===== config.mk =====
export PLATFORM = sky130hd
export DESIGN_NAME = btn_pulse_bank_flat
export DESIGN_NICKNAME = d
export VERILOG_FILES = /design/src/rtl/btn_pulse_bank_if.sv /design/src/rtl/btn_pulse_bank.sv /design/src/flat_wrapper.sv
export SDC_FILE = /design/constraint.sdc
export NUM_CORES = 1
export LEC_CHECK = 0
export CAP_MARGIN = 20
export CORE_AREA = 2 2 58 60
export DETAILED_ROUTE_END_ITERATION = 12
export DIE_AREA = 0 0 60 62
export PLACE_DENSITY = 0.74
export REMOVE_ABC_BUFFERS = 1
export SKIP_LAST_GASP = 1
export SLEW_MARGIN = 40
export SYNTH_ARGS = -nofsm -noshare
export SYNTH_HDL_FRONTEND = slang
export SYNTH_SLANG_ARGS = --single-unit

===== constraint.sdc =====
create_clock -name clk -period 2.2 [get_ports clk]
set_clock_uncertainty 0.05 [all_clocks]
set_input_delay 0.22 -clock clk [delete_from_list [all_inputs] [get_ports clk]]
set_output_delay 0.22 -clock clk [all_outputs]
set_load 0.01 [all_outputs]

===== src/rtl/btn_pulse_bank_if.sv =====
// btn_pulse_bank_if: groups the button inputs and the conditioned outputs of
// btn_pulse_bank into one bundle.
//   btn_in        raw asynchronous button lines (polarity set by the bank)
//   level         debounced state, 1 = pressed
//   press_pulse   one-cycle pulse on accepted press
//   release_pulse one-cycle pulse on accepted release
//   rep_pulse     one-cycle auto-repeat pulse while held
//   any_press     OR of press_pulse
// master = the side driving the buttons / consuming pulses, slave = the bank.
interface btn_pulse_bank_if #(
    parameter int N_CH = 4
);
    logic [N_CH-1:0] btn_in;
    logic [N_CH-1:0] level;
    logic [N_CH-1:0] press_pulse;
    logic [N_CH-1:0] release_pulse;
    logic [N_CH-1:0] rep_pulse;
    logic            any_press;

    modport master (
        output btn_in,
        input  level, press_pulse, release_pulse, rep_pulse, any_press
    );

    modport slave (
        input  btn_in,
        output level, press_pulse, release_pulse, rep_pulse, any_press
    );
endinterface


===== src/rtl/btn_pulse_bank.sv =====
// btn_pulse_bank: multi-channel push-button conditioner. Each channel
// synchronises its raw line (2 flops), debounces it with a stability window of
// DEBOUNCE_CYCLES, and produces press/release pulses plus optional auto-repeat.
// Ports:
//   clk    system clock
//   reset  synchronous, active-high reset
//   bus    btn_pulse_bank_if.slave (btn_in in; level/pulses/any_press out)

// One button channel. All state is private to the channel.
//   clk, reset   as above
//   btn_i        raw button line
//   level_o      debounced pressed state
//   press_o      press pulse, release_o release pulse, rep_o repeat pulse
module btn_pulse_chan #(
    parameter int DEBOUNCE_CYCLES = 16,
    parameter int ACTIVE_LOW      = 1,
    parameter int REPEAT_DELAY    = 0,
    parameter int REPEAT_PERIOD   = 1
) (
    input  logic clk,
    input  logic reset,
    input  logic btn_i,
    output logic level_o,
    output logic press_o,
    output logic release_o,
    output logic rep_o
);
    localparam int   DB_W  = $clog2(DEBOUNCE_CYCLES + 1);
    // Raw level meaning "not pressed"; also the synchroniser reset value.
    localparam logic INACT = (ACTIVE_LOW != 0);

    logic            sync1_q, sync2_q;
    logic [DB_W-1:0] db_cnt_q, db_cnt_d;
    logic            level_q, level_d;
    logic            press_q, release_q;
    logic            p, rise, fall;

    always_comb begin
        p        = sync2_q ^ INACT;
        db_cnt_d = '0;
        level_d  = level_q;
        // Any cycle with p == level leaves the counter at 0 and restarts the window.
        if (p != level_q) begin
            if (db_cnt_q == DB_W'(DEBOUNCE_CYCLES - 1)) begin
                level_d = ~level_q;
            end else begin
                db_cnt_d = db_cnt_q + 1'b1;
            end
        end
    end

    // Edge events are taken from the toggle itself so the pulse register is
    // high in the cycle right after level changes.
    assign rise = level_d & ~level_q;
    assign fall = ~level_d & level_q;

    always_ff @(posedge clk) begin
        if (reset) begin
            sync1_q   <= INACT;
            sync2_q   <= INACT;
            db_cnt_q  <= '0;
            level_q   <= 1'b0;
            press_q   <= 1'b0;
            release_q <= 1'b0;
        end else begin
            sync1_q   <= btn_i;
            sync2_q   <= sync1_q;
            db_cnt_q  <= db_cnt_d;
            level_q   <= level_d;
            press_q   <= rise;
            release_q <= fall;
        end
    end

    assign level_o   = level_q;
    assign press_o   = press_q;
    assign release_o = release_q;

    if (REPEAT_DELAY > 0) begin : g_rep
        localparam int RMAX = (REPEAT_DELAY > REPEAT_PERIOD) ? REPEAT_DELAY : REPEAT_PERIOD;
        localparam int RC_W = $clog2(RMAX + 1);

        typedef enum logic [1:0] {RELEASED, HELD_WAIT, HELD_REPEAT} rep_state_e;

        rep_state_e      state_q;
        logic [RC_W-1:0] rcnt_q;
        logic            rep_q;

        // The counter holds cycles elapsed since the last press/repeat pulse;
        // seeing N-1 at an edge means N cycles have elapsed after that edge.
        // Release is checked first so an expiring counter on the release
        // cycle cannot emit a pulse.
        always_ff @(posedge clk) begin
            if (reset) begin
                state_q <= RELEASED;
                rcnt_q  <= '0;
                rep_q   <= 1'b0;
            end else begin
                rep_q <= 1'b0;
                case (state_q)
                    RELEASED: begin
                        rcnt_q <= '0;
                        if (rise) state_q <= HELD_WAIT;
                    end
                    HELD_WAIT: begin
                        if (fall) begin
                            state_q <= RELEASED;
                            rcnt_q  <= '0;
                        end else if (rcnt_q == RC_W'(REPEAT_DELAY - 1)) begin
                            state_q <= HELD_REPEAT;
                            rcnt_q  <= '0;
                            rep_q   <= 1'b1;
                        end else begin
                            rcnt_q <= rcnt_q + 1'b1;
                        end
                    end
                    HELD_REPEAT: begin
                        if (fall) begin
                            state_q <= RELEASED;
                            rcnt_q  <= '0;
                        end else if (rcnt_q == RC_W'(REPEAT_PERIOD - 1)) begin
                            rcnt_q <= '0;
                            rep_q  <= 1'b1;
                        end else begin
                            rcnt_q <= rcnt_q + 1'b1;
                        end
                    end
                    default: begin
                        state_q <= RELEASED;
                        rcnt_q  <= '0;
                    end
                endcase
            end
        end

        assign rep_o = rep_q;
    end else begin : g_norep
        assign rep_o = 1'b0;
    end
endmodule

module btn_pulse_bank #(
    parameter int N_CH            = 4,
    parameter int DEBOUNCE_CYCLES = 16,
    parameter int ACTIVE_LOW      = 1,
    parameter int REPEAT_DELAY    = 0,
    parameter int REPEAT_PERIOD   = 1
) (
    input  logic             clk,
    input  logic             reset,
    btn_pulse_bank_if.slave  bus
);
    for (genvar i = 0; i < N_CH; i++) begin : g_ch
        btn_pulse_chan #(
            .DEBOUNCE_CYCLES (DEBOUNCE_CYCLES),
            .ACTIVE_LOW      (ACTIVE_LOW),
            .REPEAT_DELAY    (REPEAT_DELAY),
            .REPEAT_PERIOD   (REPEAT_PERIOD)
        ) u_chan (
            .clk       (clk),
            .reset     (reset),
            .btn_i     (bus.btn_in[i]),
            .level_o   (bus.level[i]),
            .press_o   (bus.press_pulse[i]),
            .release_o (bus.release_pulse[i]),
            .rep_o     (bus.rep_pulse[i])
        );
    end

    assign bus.any_press = |bus.press_pulse;
endmodule

===== src/flat_wrapper.sv =====
// flat-port wrapper written by rule: the top's interface ports become plain ports
module btn_pulse_bank_flat 
#(
    parameter int N_CH            = 4,
    parameter int DEBOUNCE_CYCLES = 16,
    parameter int ACTIVE_LOW      = 1,
    parameter int REPEAT_DELAY    = 0,
    parameter int REPEAT_PERIOD   = 1
)
  (clk, reset, bus_btn_in, bus_level, bus_press_pulse, bus_release_pulse, bus_rep_pulse, bus_any_press);
  btn_pulse_bank_if #(.N_CH(N_CH)) bus_i ();
  input  logic clk;
  input  logic reset;
  input wire logic [$bits(bus_i.btn_in)-1:0] bus_btn_in;
  output wire logic [$bits(bus_i.level)-1:0] bus_level;
  output wire logic [$bits(bus_i.press_pulse)-1:0] bus_press_pulse;
  output wire logic [$bits(bus_i.release_pulse)-1:0] bus_release_pulse;
  output wire logic [$bits(bus_i.rep_pulse)-1:0] bus_rep_pulse;
  output wire logic [$bits(bus_i.any_press)-1:0] bus_any_press;
  assign bus_i.btn_in = bus_btn_in;
  assign bus_level = bus_i.level;
  assign bus_press_pulse = bus_i.press_pulse;
  assign bus_release_pulse = bus_i.release_pulse;
  assign bus_rep_pulse = bus_i.rep_pulse;
  assign bus_any_press = bus_i.any_press;
  btn_pulse_bank #(.N_CH(N_CH), .DEBOUNCE_CYCLES(DEBOUNCE_CYCLES), .ACTIVE_LOW(ACTIVE_LOW), .REPEAT_DELAY(REPEAT_DELAY), .REPEAT_PERIOD(REPEAT_PERIOD)) u_core (.clk(clk), .reset(reset), .bus(bus_i));
endmodule

### Word-level counts from Yosys, hierarchy flattened

Index checks and enable logic that the tools add are counted.

* input port bits: 6
* word-level logic and storage cells: 73
* output and inout port bits: 17
* register bits: 40

* bitwise logic cells: 24
* eq/ne operators: 8
* reductions and logical operators: 5
* multiplexer cells: 8
* $add $sub $neg: 4

Operator list (number)
* $add 5x1->5 const B: 4
* $eq 5x4->1 const B: 4
* $not 1->1: 16
* $reduce_or 3->1: 4
* $and 1x1->1: 8
* $mux 1: 8
* $ne 1x1->1: 4
* $reduce_or 4->1: 1

### Depth between registers and ports, before layout

Gate-level depths: netlist of the first run.

* word-level depth: 5
* gate-level depth with buffers: 5
* gate-level depth less buffers: 5

### Cells and area by module

Synthesis of the first run repeated with hierarchy kept, for this count alone.

* cells, all modules: 137
* area, all modules: 1433.9 sq um

By module, submodules not included
* btn_pulse_chan: times used 4, area each 356.6 sq um, sequential area each 200.2 sq um, cells an instance 34
* btn_pulse_bank: times used 1, area each 7.5 sq um, sequential area each 0.0 sq um, cells an instance 1

### Worst setup path after synthesis of the first run

Ideal clock, no wire load.

* path kind: reg2reg
* start: reg u_core.g_ch[0].u_chan.db_cnt_q[0]
* end: reg u_core.g_ch[0].u_chan.db_cnt_q[2]
* required time: 2.086 ns
* period minus slack after synthesis: 1.515 ns
* path slack: 0.685 ns
* setup time: 0.064 ns
* cell stages (with the launch flop): 6
* arrival: 1.401 ns
* path buffers: 0
* cell sequence: dfxtp_1 > ha_1 > and3_1 > ha_1 > or3_4 > nor2_1

* word-level cells in the longest chain between the ends: 2
* elaborated cells on any way between the ends: 3
* those cells by class: add/sub (1); eq/ne (1); reduce/logical (1)

Ends and longest elaborated chain
* start, declared: line btn_pulse_bank.sv:33 `logic [DB_W-1:0] db_cnt_q, db_cnt_d;`
* start signal, assigned: line btn_pulse_bank.sv:68 `db_cnt_q <= db_cnt_d;`
* parallel branches: the longest is 2 deep, another holds $add 5x1->5

Several ways; the timed one is not identified.
A chain may end at the register's enable or synchronous reset.

### Worst setup path after layout of the first run

* start: reg u_core.g_ch[2].u_chan.press_q
* end: out bus_any_press

* word-level cells in the longest chain between the ends: 1

Ends and longest elaborated chain
* start, declared: line btn_pulse_bank.sv:35 `logic press_q, release_q;`
* start signal, assigned: line btn_pulse_bank.sv:70 `press_q <= rise;`
* $reduce_or 4->1: line btn_pulse_bank.sv:170 `assign bus.any_press = |bus.press_pulse;`
* end, declared: line flat_wrapper.sv:19 `output wire logic [$bits(bus_i.any_press)-1:0] bus_any_press;`

No other way between the ends.

==> impl_metrics.ini, run 1 <==
[status]
outcome = finished, final reports clean

[logic_synthesis]
ys_seq_elements = 40
synth.largest_area_cell = sky130_fd_sc_hd__dfxtp_1
yosys.area.top_type_share_pct = 52.7
syn-instance-count = 149
syn_area_per_cell_um2 = 10.2
synth_area_leaders = sky130_fd_sc_hd__dfxtp_1 (53%), sky130_fd_sc_hd__buf_4 (7.9%), sky130_fd_sc_hd__ha_1 (6.6%)
synth.cell_area_um2 = 1520
count_of_distinct_cell_types_in_the_synthesized_netlist = 19
yosys_warnings = 0
synth_sequential_area_ratio_pct = 52.7

[global_routing]
grt_antenna_before_repair = 0
grt_pass1_wl_mm = 3.71
grt_start_max_net_pins = 13
grt-ovfl-total = 0
vias_in_the_first_global_route = 898
grt_util_all_layers_pct = 14.1

[setup_path]
timing.critical_path.slowest_cell_delay_ps = 520
worstPathRequired_ps = 1930
setup.worst_path.start_class = flip-flop
cp_cell_sequence = or4_1 > clkdlybuf4s50_1
critical_path_arrival_ps = 1680
cp_slowest_cell = sky130_fd_sc_hd__or4_1
criticalPathCategory = reg -> out
worstPathMaxFanout = 2
endpoint_kind = output pin

[die]
fp.coreArea_um2 = 3180
ioPinCount = 23
initial_core_utilization_pct = 47.8
die_area_um2 = 3720
placementRows = 21
chipHeight_um = 62
die_x_um = 60

[routing]
viasPerCell = 4.41
num_vias = 917
wl_met3_um = 95
maxUsedRoutingLayer = met4
route.detailed.wl_per_inst_um = 10.4
wirelength_met1_um = 951
detail_route.iter0.violations = 23
detail_route.drc_violations = 0
ant_nets = 0
drt-total-wl_mm = 2.17
router_iterations_before_antenna_repair = 4
met2WireLength_mm = 1.10

[cts]
htree_num_levels = 2
tritoncts.num_buffers = 5
clkSlewWorstSetupHoldPaths_ps = 110
ctsLongestPathBuffers = 2
postCtsSetupBuffers = 0
cts_tree = yes
worstSkewPairLatency_ps = 340
hold_buffers = 0
post_cts_resize_count = 0
cts-root-buf = sky130_fd_sc_hd__clkbuf_4
cts.sinks = 40

[placement]
placed_cells_incl_taps = 200
place_congestion = 0.697
pre_cts_slack_ps = 523
hpwl_mm = 1.59
io_buffers = 18

[final_layout]
post_layout_nonfiller_instances = 208
antenna-diode-count = 0
ff_latch_area_um2 = 801
layout_commonest_cell = sky130_fd_sc_hd__dfxtp_1
multi_input_comb_area_um2 = 557
post_route_cells_drive_above_1_share_pct = 13.6
mostFrequentLayoutCells = sky130_fd_sc_hd__dfxtp_1 (40), sky130_fd_sc_hd__nor2_1 (24), sky130_fd_sc_hd__clkdlybuf4s50_1 (18)
final_net_count = 175
num-fill-cells = 286
flow.area_growth_from_synthesis_pct = 15.1

[power_and_ir_drop]
vdd.ir_drop.worst_mv = 0.409
cellPowerDensity_nw_per_um2 = 744
power_leakage_nw = 0.722

[flow_run]
max-cap-violations = 0

[timing]
final-setup-viol-count = 0
layout_worst_path_cycle_share_pct = 88.4
timing.final.hold_violations = 0
setup_repair_after_global_routing_missed_its_margin = false
slew_viol_final = 0
setup_ws_ps = 255
period_needed_ps = 1950
max_freq_mhz = 514
totalNegativeSetupSlack_ps = 0

[worst_hold_path]
worst_hold_path_class = reg -> reg
==> registers in the layout, summed over array words and instances, names as in the netlist <==
signal,flops
u_core.g_ch.u_chan.db_cnt_q,20
u_core.g_ch.u_chan.level_o,4
u_core.g_ch.u_chan.press_o,4
u_core.g_ch.u_chan.release_o,4
u_core.g_ch.u_chan.sync1_q,4
u_core.g_ch.u_chan.sync2_q,4
==> where the power goes <==
part | leakage (nW) | switching, mW | internal [mW]
Clock | 0.0515 | 0.226 | 0.302
Sequential | 0.324 | 0.00466 | 0.733
Combinational | 0.346 | 0.0164 | 0.0201
Total | 0.722 | 0.247 | 1.05
==> synth_stat cells <==
| master | n |
|---|---|
| sky130_fd_sc_hd__or3_4 | 4 |
| sky130_fd_sc_hd__and3_1 | 4 |
| sky130_fd_sc_hd__xor2_1 | 8 |
| sky130_fd_sc_hd__dfxtp_1 | 40 |
| sky130_fd_sc_hd__nand2_1 | 1 |
| sky130_fd_sc_hd__inv_1 | 12 |
| sky130_fd_sc_hd__conb_1 | 1 |
| sky130_fd_sc_hd__or4_1 | 1 |
| sky130_fd_sc_hd__nor2_1 | 24 |
| sky130_fd_sc_hd__nand3_1 | 4 |
| sky130_fd_sc_hd__or2_2 | 8 |
| sky130_fd_sc_hd__nor3_1 | 5 |
| sky130_fd_sc_hd__buf_4 | 16 |
| sky130_fd_sc_hd__buf_2 | 1 |
| sky130_fd_sc_hd__clkbuf_1 | 1 |
| sky130_fd_sc_hd__mux2i_1 | 4 |
| sky130_fd_sc_hd__ha_1 | 8 |
| sky130_fd_sc_hd__and4b_1 | 3 |
| sky130_fd_sc_hd__xnor2_1 | 4 |
==> layer usage <==
metal / vias up / global-route usage [%]
met5: - / 0
met3: 2 / 3.73
met2: 26 / 24.1
met4: 0 / 9.52
met1: 411 / 15.5
li1: 478 / -
==> cells by family after synthesis <==
logic type	Yosys count	synth area share, %
xor+xnor	12	6.91
fa+ha+maj	8	6.58
buf+inv	30	11.4
flops	40	52.7
mux	4	2.63
other cells	1	0.247
simple gates	54	19.5
==> critical path: cells and delay by family, from the launching register on <==
kind | cells | cell delay, ps
simple gates | 1 | 520
buf+inv | 1 | 500
flops | 1 | 320
==> metrics by stage <==
stage | util, % | power, mW | hold WS [ps] | cell area, um^2
final | 55.1 | 1.30 | 364 | 1750
after global routing | 55.1 | 1.35 | 384 | 1750
after global placement | 52.1 | 0.789 | 345 | 1660
after floorplan | - | 0.771 | 242 | 1400
after CTS | 55.1 | 1.32 | 367 | 1750
after detailed placement | 52.1 | 0.791 | 343 | 1660
==> worst paths after layout <==
path                                       end                               from  slack, ps  cells after the start
max                              bus_any_press      u_core.g_ch[2].u_chan.press_o        250                      2
min reg2reg      u_core.g_ch[3].u_chan.sync2_q      u_core.g_ch[3].u_chan.sync1_q        360                      1
max reg2reg  u_core.g_ch[0].u_chan.db_cnt_q[3]  u_core.g_ch[0].u_chan.db_cnt_q[0]        570                      5
min              u_core.g_ch[3].u_chan.sync2_q      u_core.g_ch[3].u_chan.sync1_q        360                      1
==> cell type report <==
class,count,share of cell area [%]
inverters,12,2.57
repair buffers,20,11.2
flip-flops and latches,40,45.7
multi-input cells,82,31.8
clock inverters,1,1.72
well taps,46,3.29
clock buffers,7,3.72
No activity file was read; power rests on OpenSTA's default activity.
==> run 2: changes to the inputs <==
--- a/config.mk
+++ b/config.mk
@@ -9,7 +9,7 @@
 export CORE_AREA = 2 2 58 60
 export DETAILED_ROUTE_END_ITERATION = 12
 export DIE_AREA = 0 0 60 62
-export PLACE_DENSITY = 0.74
+export PLACE_DENSITY_LB_ADDON = 0.05
 export REMOVE_ABC_BUFFERS = 1
 export SKIP_LAST_GASP = 1
 export SLEW_MARGIN = 40
==> run 2 against run 1 <==
Effect of this change:
- wire length decreased by 9.0%
- critical path depth unchanged
- utilization decreased by 0.94 points
- final cell count decreased by 0.48%
- sequential power about the same
- power decreased by 10%
- clock-buffer cell count unchanged
- largest cell class unchanged
==> impl_metrics.ini, run 2 (synthesis gave the netlist of run 1 again) <==
[die]
die_x_um = 60
chipHeight_um = 62
die_area_um2 = 3720
fp.coreArea_um2 = 3180
initial_core_utilization_pct = 47.8
placementRows = 21
ioPinCount = 23

[worst_hold_path]
min_from = u_core.g_ch[3].u_chan.sync1_q
worst_hold_path_class = reg -> reg
worstHoldPathCells = 1
hold_end = u_core.g_ch[3].u_chan.sync2_q

[routing]
route.detailed.wl_per_inst_um = 9.52
ant_nets = 0
detail_route.drc_violations = 0
drt-total-wl_mm = 1.97
viasPerCell = 4.43
router_iterations_before_antenna_repair = 4
detail_route.iter0.violations = 13
num_vias = 917

[final_layout]
antenna-diode-count = 0
post_layout_nonfiller_instances = 207
num-fill-cells = 289
flow.area_growth_from_synthesis_pct = 13.2
biggest_register = u_core.g_ch.u_chan.db_cnt_q
post_route_cells_drive_above_1_share_pct = 13.0
mostFrequentLayoutCells = sky130_fd_sc_hd__dfxtp_1 (40), sky130_fd_sc_hd__nor2_1 (24), sky130_fd_sc_hd__clkdlybuf4s50_1 (18)
final_net_count = 175
layout_commonest_cell = sky130_fd_sc_hd__dfxtp_1
max_reg_flops = 20

[setup_path]
critical_path.n_buffers_inverters = 1
worstPathRequired_ps = 1930
critical_path.reg2reg.startpoint = u_core.g_ch[0].u_chan.db_cnt_q[0]
timing.reg2reg.worst_path_depth = 5
worstPathMaxFanout = 2
cp_cell_sequence = or4_1 > clkdlybuf4s50_1
critical_path_arrival_ps = 1650
regToRegEndpoint = u_core.g_ch[0].u_chan.db_cnt_q[3]
cp_slowest_cell = sky130_fd_sc_hd__or4_1
critical-path-top-delay-family = simple AND/OR/NAND/NOR gates
setup.worst_path.start_class = flip-flop
source_of_the_critical_timing_path = u_core.g_ch[2].u_chan.press_o
timing.critical_path.slowest_cell_delay_ps = 500
r2r_slack_ps = 580
endpoint_kind = output pin
criticalPathCategory = reg -> out

[timing]
layout_worst_path_cycle_share_pct = 87.1
slew_viol_final = 0
worst_slew_pin_slew_ps = 587
period_needed_ps = 1920
totalNegativeSetupSlack_ps = 0
final-setup-viol-count = 0
setup_ws_ps = 283
timing.final.hold_violations = 0
worst_hold_slack_ps = 368
relative_max_transition_margin_pct = 60.8
max_freq_mhz = 522
setup_repair_after_global_routing_missed_its_margin = false

[cts]
postCtsSetupBuffers = 0
clkSlewWorstSetupHoldPaths_ps = 110
cts_tree = yes
tritoncts.num_buffers = 5
htree_num_levels = 2
hold_buffers = 0
cts.sinks = 40
ctsLongestPathBuffers = 2
worstSkewPairLatency_ps = 330
post_cts_resize_count = 0
cts-root-buf = sky130_fd_sc_hd__clkbuf_4

[global_routing]
groute.layer.met3.usage_pct = 5.80
grt-ovfl-total = 0
grt_pass1_wl_mm = 3.42
use_met1_pct = 14.7
grt_util_all_layers_pct = 13.0
grt_start_max_net_pins = 19
groute.layer.met2.usage_pct = 20.3
vias_in_the_first_global_route = 828
grt.busiest_layer = met2
grt_antenna_before_repair = 0

[power_and_ir_drop]
vdd.ir_drop.worst_mv = 0.359
cellPowerDensity_nw_per_um2 = 680
total_power_mw = 1.17
power_leakage_nw = 0.708

[placement]
io_buffers = 18
place_congestion = 0.650
hpwl_mm = 1.45
pre_cts_slack_ps = 465
placed_cells_incl_taps = 200

[flow_run]
max-cap-violations = 0

[status]
outcome = finished, final reports clean
-- run 2: routing by layer --
layer	up-vias	share of wire, %
met5	-	0
met4	0	2.2
met3	5	6.8
met2	23	45
met1	411	46
li1	478	-
-- run 2: worst max-delay path by stage --
stage | slack, ps | end | cells after the start
3_5_place_dp | 460 | u_core.g_ch[0].u_chan.db_cnt_q[3] | 3
5_1_grt | 220 | bus_any_press | 2
4_1_cts | 260 | bus_any_press | 2
2_1_floorplan | 690 | u_core.g_ch[0].u_chan.db_cnt_q[2] | 5
3_3_place_gp | 550 | u_core.g_ch[2].u_chan.db_cnt_q[2] | 3
6_report | 280 | bus_any_press | 2
-- run 2: final cells by class --
type,count,area (um^2),share of cell area (%)
flip-flops and latches,40,801,46.5
multi-input cells,82,557,32.4
repair buffers,20,195,11.3
clock buffers,7,65.1,3.78
well taps,46,57.6,3.35
inverters,12,45.0,2.62
-- run 2: report_power, final --
part	internal [mW]	switching, mW	total [mW]
logic	0.0200	0.0164	0.0364
registers	0.733	0.00446	0.737
clock network	0.181	0.215	0.396
total	0.934	0.235	1.17
-- run 2: metrics by stage --
step / util [%] / instance area (um^2)
floorplan: - / 1400
global placement: 52.1 / 1660
detailed placement: 52.1 / 1660
CTS: 54.1 / 1720
global route: 54.1 / 1720
finish: 54.1 / 1720
==> run 3: changes to the inputs <==
--- a/config.mk
+++ b/config.mk
@@ -16,3 +16,4 @@
 export SYNTH_ARGS = -nofsm -noshare
 export SYNTH_HDL_FRONTEND = slang
 export SYNTH_SLANG_ARGS = --single-unit
+export TNS_END_PERCENT = 1
==> results of run 3 <==
Same layout as run 2: the final DEF is identical, and so are final timing and power.
==> edit 1 (flow settings as in run 1) <==
`N_CH` is set to 4 in 3 places; all go to 5.
--- a/src/rtl/btn_pulse_bank_if.sv
+++ b/src/rtl/btn_pulse_bank_if.sv
@@ -10,3 +10,3 @@
 interface btn_pulse_bank_if #(
-    parameter int N_CH = 4
+    parameter int N_CH = 5
 );
--- a/src/rtl/btn_pulse_bank.sv
+++ b/src/rtl/btn_pulse_bank.sv
@@ -142,3 +142,3 @@
 module btn_pulse_bank #(
-    parameter int N_CH            = 4,
+    parameter int N_CH            = 5,
     parameter int DEBOUNCE_CYCLES = 16,
--- a/src/flat_wrapper.sv
+++ b/src/flat_wrapper.sv
@@ -3,3 +3,3 @@
 #(
-    parameter int N_CH            = 4,
+    parameter int N_CH            = 5,
     parameter int DEBOUNCE_CYCLES = 16,
Interface: changed (5 resized); port bits go from 23 to 28. No check against the original RTL was run, so the function may have changed too.
==> edit 1 against run 1 <==
Area after synthesis rose by 26%; routed wire length grew 22%; first-iteration DRC count shrank 8.7%; total power increased by 15%; setup slack improved by 260 ps; highest routed layer unchanged; sequential power increased by 25%; clock power is 1% higher; count of clock-buffer cells in the layout is 2 lower; cell area rose by 22%; worst hold slack got worse by 11 ps; register-to-register slack worse by 20 ps; die area unchanged; sequential cell count up 10.
==> edit 1: results (changes against run 1) <==
Worst setup path
The beginning of the critical path is u_core.g_ch[3].u_chan.press_o (was u_core.g_ch[2].u_chan.press_o). The endpoint of the most critical register-to-register path is u_core.g_ch[3].u_chan.db_cnt_q[2] (was u_core.g_ch[0].u_chan.db_cnt_q[3]). The slack of the worst reg-to-reg path is 550 ps (was 570 ps). The stage delay of the slowest cell on the critical path is 470 ps (was 520 ps).

Logic synthesis
The mean post-synth cell area is 10.17 sq um (was 10.20 sq um). The post-synthesis instance area is 1912 sq um (was 1520 sq um). The register bit count reported by yosys came to 50 (was 40). The share of synthesized area occupied by flip-flops and latches is 52.36% (was 52.67%).

Global routing
The maximum number of pins on one net before global-route repair is 17 (was 13). The wire length of the first global-routing pass is 4540 microns (was 3705 microns).

STA
The worst hold-check slack was 352.9 ps (was 364.0 ps).

Finish
The total of plain and repair buffers excluding clock buffers is 24 (was 20). The register area is 1001 sq um (was 800.8 sq um). The non-filler instance count after layout came to 247 (was 208). The count of filler cells inserted in the layout is 269 (was 286). The total non-filler cell area in the finished layout is 2131 sq um (was 1750 sq um). The multi-input combinational cell count is 104 (was 82).

The number of flip-flops under the largest register name is 25 (was 20).

Placement
The number of placed instances, taps included is 239 (was 200).

CTS
The clock latency on the worst-skew pair is 370 ps (was 340 ps).

Routing
The starting DRC count in detailed routing came to 21 (was 23). The vias per cell is 4.684 (was 4.409).

Hold path
The startpoint of the most critical hold path was bus_btn_in[3] (was u_core.g_ch[3].u_chan.sync1_q). The worst hold endpoint is u_core.g_ch[3].u_chan.sync1_q (was u_core.g_ch[3].u_chan.sync2_q).

Run status
Status: complete, no violations (unchanged).
edit 1: cell count changes after synthesis, moves of 3 or more:
cell,change
dfxtp_1,+10
nor2_1,+7
buf_4,+4
inv_1,+3
edit 1: cells by family after synthesis:
kind of cell,after synthesis,synth area share (%)
other,1,0.1961
buffers and inverters,38,11.84
DFF,50,52.36
and+or+nand+nor,69,19.57
xor gates and xnor gates,15,6.871
adders and majority gates,10,6.545
muxes,5,2.618
edit 1: layer usage:
metal / global-route usage [%] / part of all wire (%) / wire (microns) / up-vias
li1: - / - / - / 593
met1: 19.77 / 43 / 1146 / 530
met2: 28.11 / 50 / 1325 / 26
met3: 3.934 / 4.0 / 105 / 8
met4: 10.16 / 2.5 / 65 / 0
met5: 0 / 0 / 0 / -
edit 1: power by group through the flow:
stage               sequential [uW]  combinational [uW]  clock (uW)
detailed placement              943                45.4           0
finish                          923                44.8         534
floorplan                       941                22.8           0
global route                    925                50.8         589
CTS                             923                45.6         549
global placement                942                43.4           0
==> edit 2 (settings of run 1) <==
Without the edit above. Make the reset (`reset`) asynchronous in 2 clocked blocks. Comments in the files are not updated.
--- a/src/rtl/btn_pulse_bank.sv
+++ b/src/rtl/btn_pulse_bank.sv
@@ -56,3 +56,3 @@
 
-    always_ff @(posedge clk) begin
+    always_ff @(posedge clk or posedge reset) begin
         if (reset) begin
@@ -92,3 +92,3 @@
         // cycle cannot emit a pulse.
-        always_ff @(posedge clk) begin
+        always_ff @(posedge clk or posedge reset) begin
             if (reset) begin
Function: same outputs for any inputs over 10 cycles, from zero or initial values and one cycle with reset high; that may be too few to reach the edited logic, so the function may still have changed.
==> edit 2 against run 1 <==
Sequential cell count did not move; largest cell class unchanged; sequential power increased by 6.9%; worst hold slack worse by 150 ps; critical path type unchanged; die area unchanged; cell area up 6.1%; area after synthesis up 6.9%; total power rose by 6.1%; via count is 2.2% lower; critical endpoint unchanged; core utilization rose by 3.3 points; highest routed layer unchanged; setup slack got worse by 58 ps; count of clock-buffer cells in the layout unchanged; global-route usage increased by 1.1 points; routed wire length is 3.1% higher.
==> edit 2: results (changes against run 1) <==
Worst setup path
The startpoint of the worst register-to-register path is u_core.g_ch[2].u_chan.db_cnt_q[0] (was u_core.g_ch[0].u_chan.db_cnt_q[0]). The beginning of the critical path is u_core.g_ch[2].u_chan.press_o (unchanged). The endpoint of the most critical register-to-register path is u_core.g_ch[2].u_chan.db_cnt_q[1] (was u_core.g_ch[0].u_chan.db_cnt_q[3]). The termination of the worst setup path was bus_any_press (unchanged).

The critical-path maximum fanout is 2 (unchanged). The slack of the worst reg-to-reg path came to 1030 ps (was 570 ps). The number of cells on the worst reg-to-reg path is 3 (was 5).

Routing
The starting DRC count in detailed routing is 20 (was 23). The vias per cell is 4.696 (was 4.409). The number of optimization iterations in the first detailed-route pass came to 4 (unchanged). The final wirelength came to 2233 microns (was 2166 microns).

The via count of the routed design came to 897 (was 917).

CTS
The quantity of gates resized following cts came to 0 (unchanged). The H-tree depth reported by CTS is 2 (unchanged). The clock latency on the worst-skew pair came to 340 ps (about the same).

The clock tree root buffer cell is clkbuf_4 (unchanged). The maximum buffer depth of the clock tree is 2 (unchanged). The clock input transition at the sequential cells of the worst setup and hold paths is 120 ps.

The post-CTS setup repair buffer count is 0 (unchanged). The number of buffers created by CTS is 5 (unchanged).

Logic synthesis
The share of synthesized area occupied by flip-flops and latches is 62.20% (was 52.67%). Area contributors post-synth: dfrtp_1, dfstp_2, buf_4 (was dfxtp_1, buf_4, ha_1). The number of warnings printed during yosys synthesis is 0 (unchanged). The mean post-synth cell area came to 12.41 sq um (was 10.20 sq um). Commonest cells post-synth: dfrtp_1, buf_4, nand2_1 (was dfxtp_1, nor2_1, buf_4). The post-synthesis cell type count came to 19 (unchanged). The share of the synthesized area in the top cell type is 49.27% (was 52.67%).

The async set or reset register ratio after synthesis came to 100.0% (was 0%).

Placement
The half-perimeter wire length after placement is 1597 microns (was 1592 microns). The global placement routability congestion was 0.6416 (was 0.6965). The number of buffer cells added on primary ports is 18 (unchanged). The number of placed instances, taps included was 183 (was 200).

The setup slack at placement is 571.2 ps (was 522.5 ps).

Global routing
The via count of the first global-routing pass was 900 (was 898). The overall track demand over capacity in global routing is 15.23% (was 14.14%). The initial antenna violation count is 0 (unchanged). The wire length of the first global-routing pass is 4008 microns (was 3705 microns). The maximum number of pins on one net before global-route repair came to 41 (was 13).

Finish
The final layout net count came to 154 (was 175). The register name with the most flops is u_core.g_ch.u_chan.db_cnt_q (unchanged). The number of flip-flops under the largest register name is 20 (unchanged). The diode insertion count for antenna repair is 0 (unchanged). The count of filler cells inserted in the layout is 274 (was 286). The proportion of layout cells with a drive suffix above 1 is 16.55% (was 13.58%).

Power
The leakage power of the design was 0.0009362 uW (was 0.0007224 uW). The largest voltage drop on the vdd net is 0.0003034 V (was 0.0004091 V).

Hold path
The path class of the lowest-slack min-delay path is in2async (was reg2reg).

Run status
Status: complete, no violations (unchanged).

STA
The final period utilization is 91.08% (was 88.43%).
==> edit 2: cell types whose count changed after synthesis, moves of 5 or more <==
cell     before  now
and2_1        0    5
dfrtp_1       0   32
dfstp_2       0    8
dfxtp_1      40    0
inv_1        12    1
nand2_1       1   16
nor2_1       24   12
or2_2         8    0
==> edit 2: worst min-delay path by stage <==
stage | cells past startpoint | to | startpoint | slack, ps
global placement | 0 | u_core.g_ch[3].u_chan.sync2_q | u_core.g_ch[3].u_chan.sync1_q | 300
detailed placement | 0 | u_core.g_ch[3].u_chan.sync2_q | u_core.g_ch[3].u_chan.sync1_q | 300
finish | 3 | u_core.g_ch[0].u_chan.db_cnt_q[3] | reset | 210
CTS | 1 | u_core.g_ch[3].u_chan.sync1_q | bus_btn_in[3] | 210
floorplan | 0 | u_core.g_ch[0].u_chan.sync1_q | bus_btn_in[0] | 170
global route | 1 | u_core.g_ch[1].u_chan.sync1_q | bus_btn_in[1] | 200
==> edit 2: stage by stage <==
step | area [sq um] | total power [uW] | util, %
after floorplan | 1516 | 844.5 | -
after global placement | 1762 | 864.0 | 55.41
after detailed placement | 1762 | 870.1 | 55.41
after CTS | 1857 | 1401 | 58.40
after global routing | 1857 | 1448 | 58.40
final | 1857 | 1382 | 58.40
==> edit 2: area by class of cell <==
cell class | instances | area (sq um) | area share (%)
inverter | 1 | 3.754 | 0.2022
timing repair buffer | 19 | 187.7 | 10.11
multi-input combinational | 77 | 501.7 | 27.02
clock buffer | 7 | 65.06 | 3.504
sequential | 40 | 1011 | 54.45
clock inverter | 1 | 30.03 | 1.617
tap | 46 | 57.56 | 3.100
==> edit 2: layer usage <==
layer	up-vias	track usage, %	part of all wire, %	wire [microns]
met4	0	8.254	1.5	34
met5	-	0	0	0
met3	4	7.246	6.6	147
li1	439	-	-	-
met2	21	22.98	46	1026
met1	433	18.12	46	1024
==> edit 2: cell families (layout without fill, tap and decap cells) <==
kind of cell,count (synthesis),in the layout,share of synthesized area [%]
buffers and inverters,17,28,7.621
AOI/OAI and AO/OA,8,8,2.771
adders and majority gates,4,4,3.079
DFF,40,40,62.20
xor gates and xnor gates,12,12,8.314
and+or+nand+nor,49,49,15.78
other,1,4,0.2307
==> edit 2: power breakdown <==
part	switching, uW	total (uW)	leakage [uW]	internal (uW)
combinational	36.0	66.8	0.000364	30.8
sequential	22.0	789	0.000521	767
clock	225	526	0.0000515	302
total	283	1380	0.000936	1100
==> edit 2: worst max-delay path: stages (launching register included) <==
cell	delay (ps)
dfrtp_1	390
or4_1	510
clkdlybuf4s50_1	490
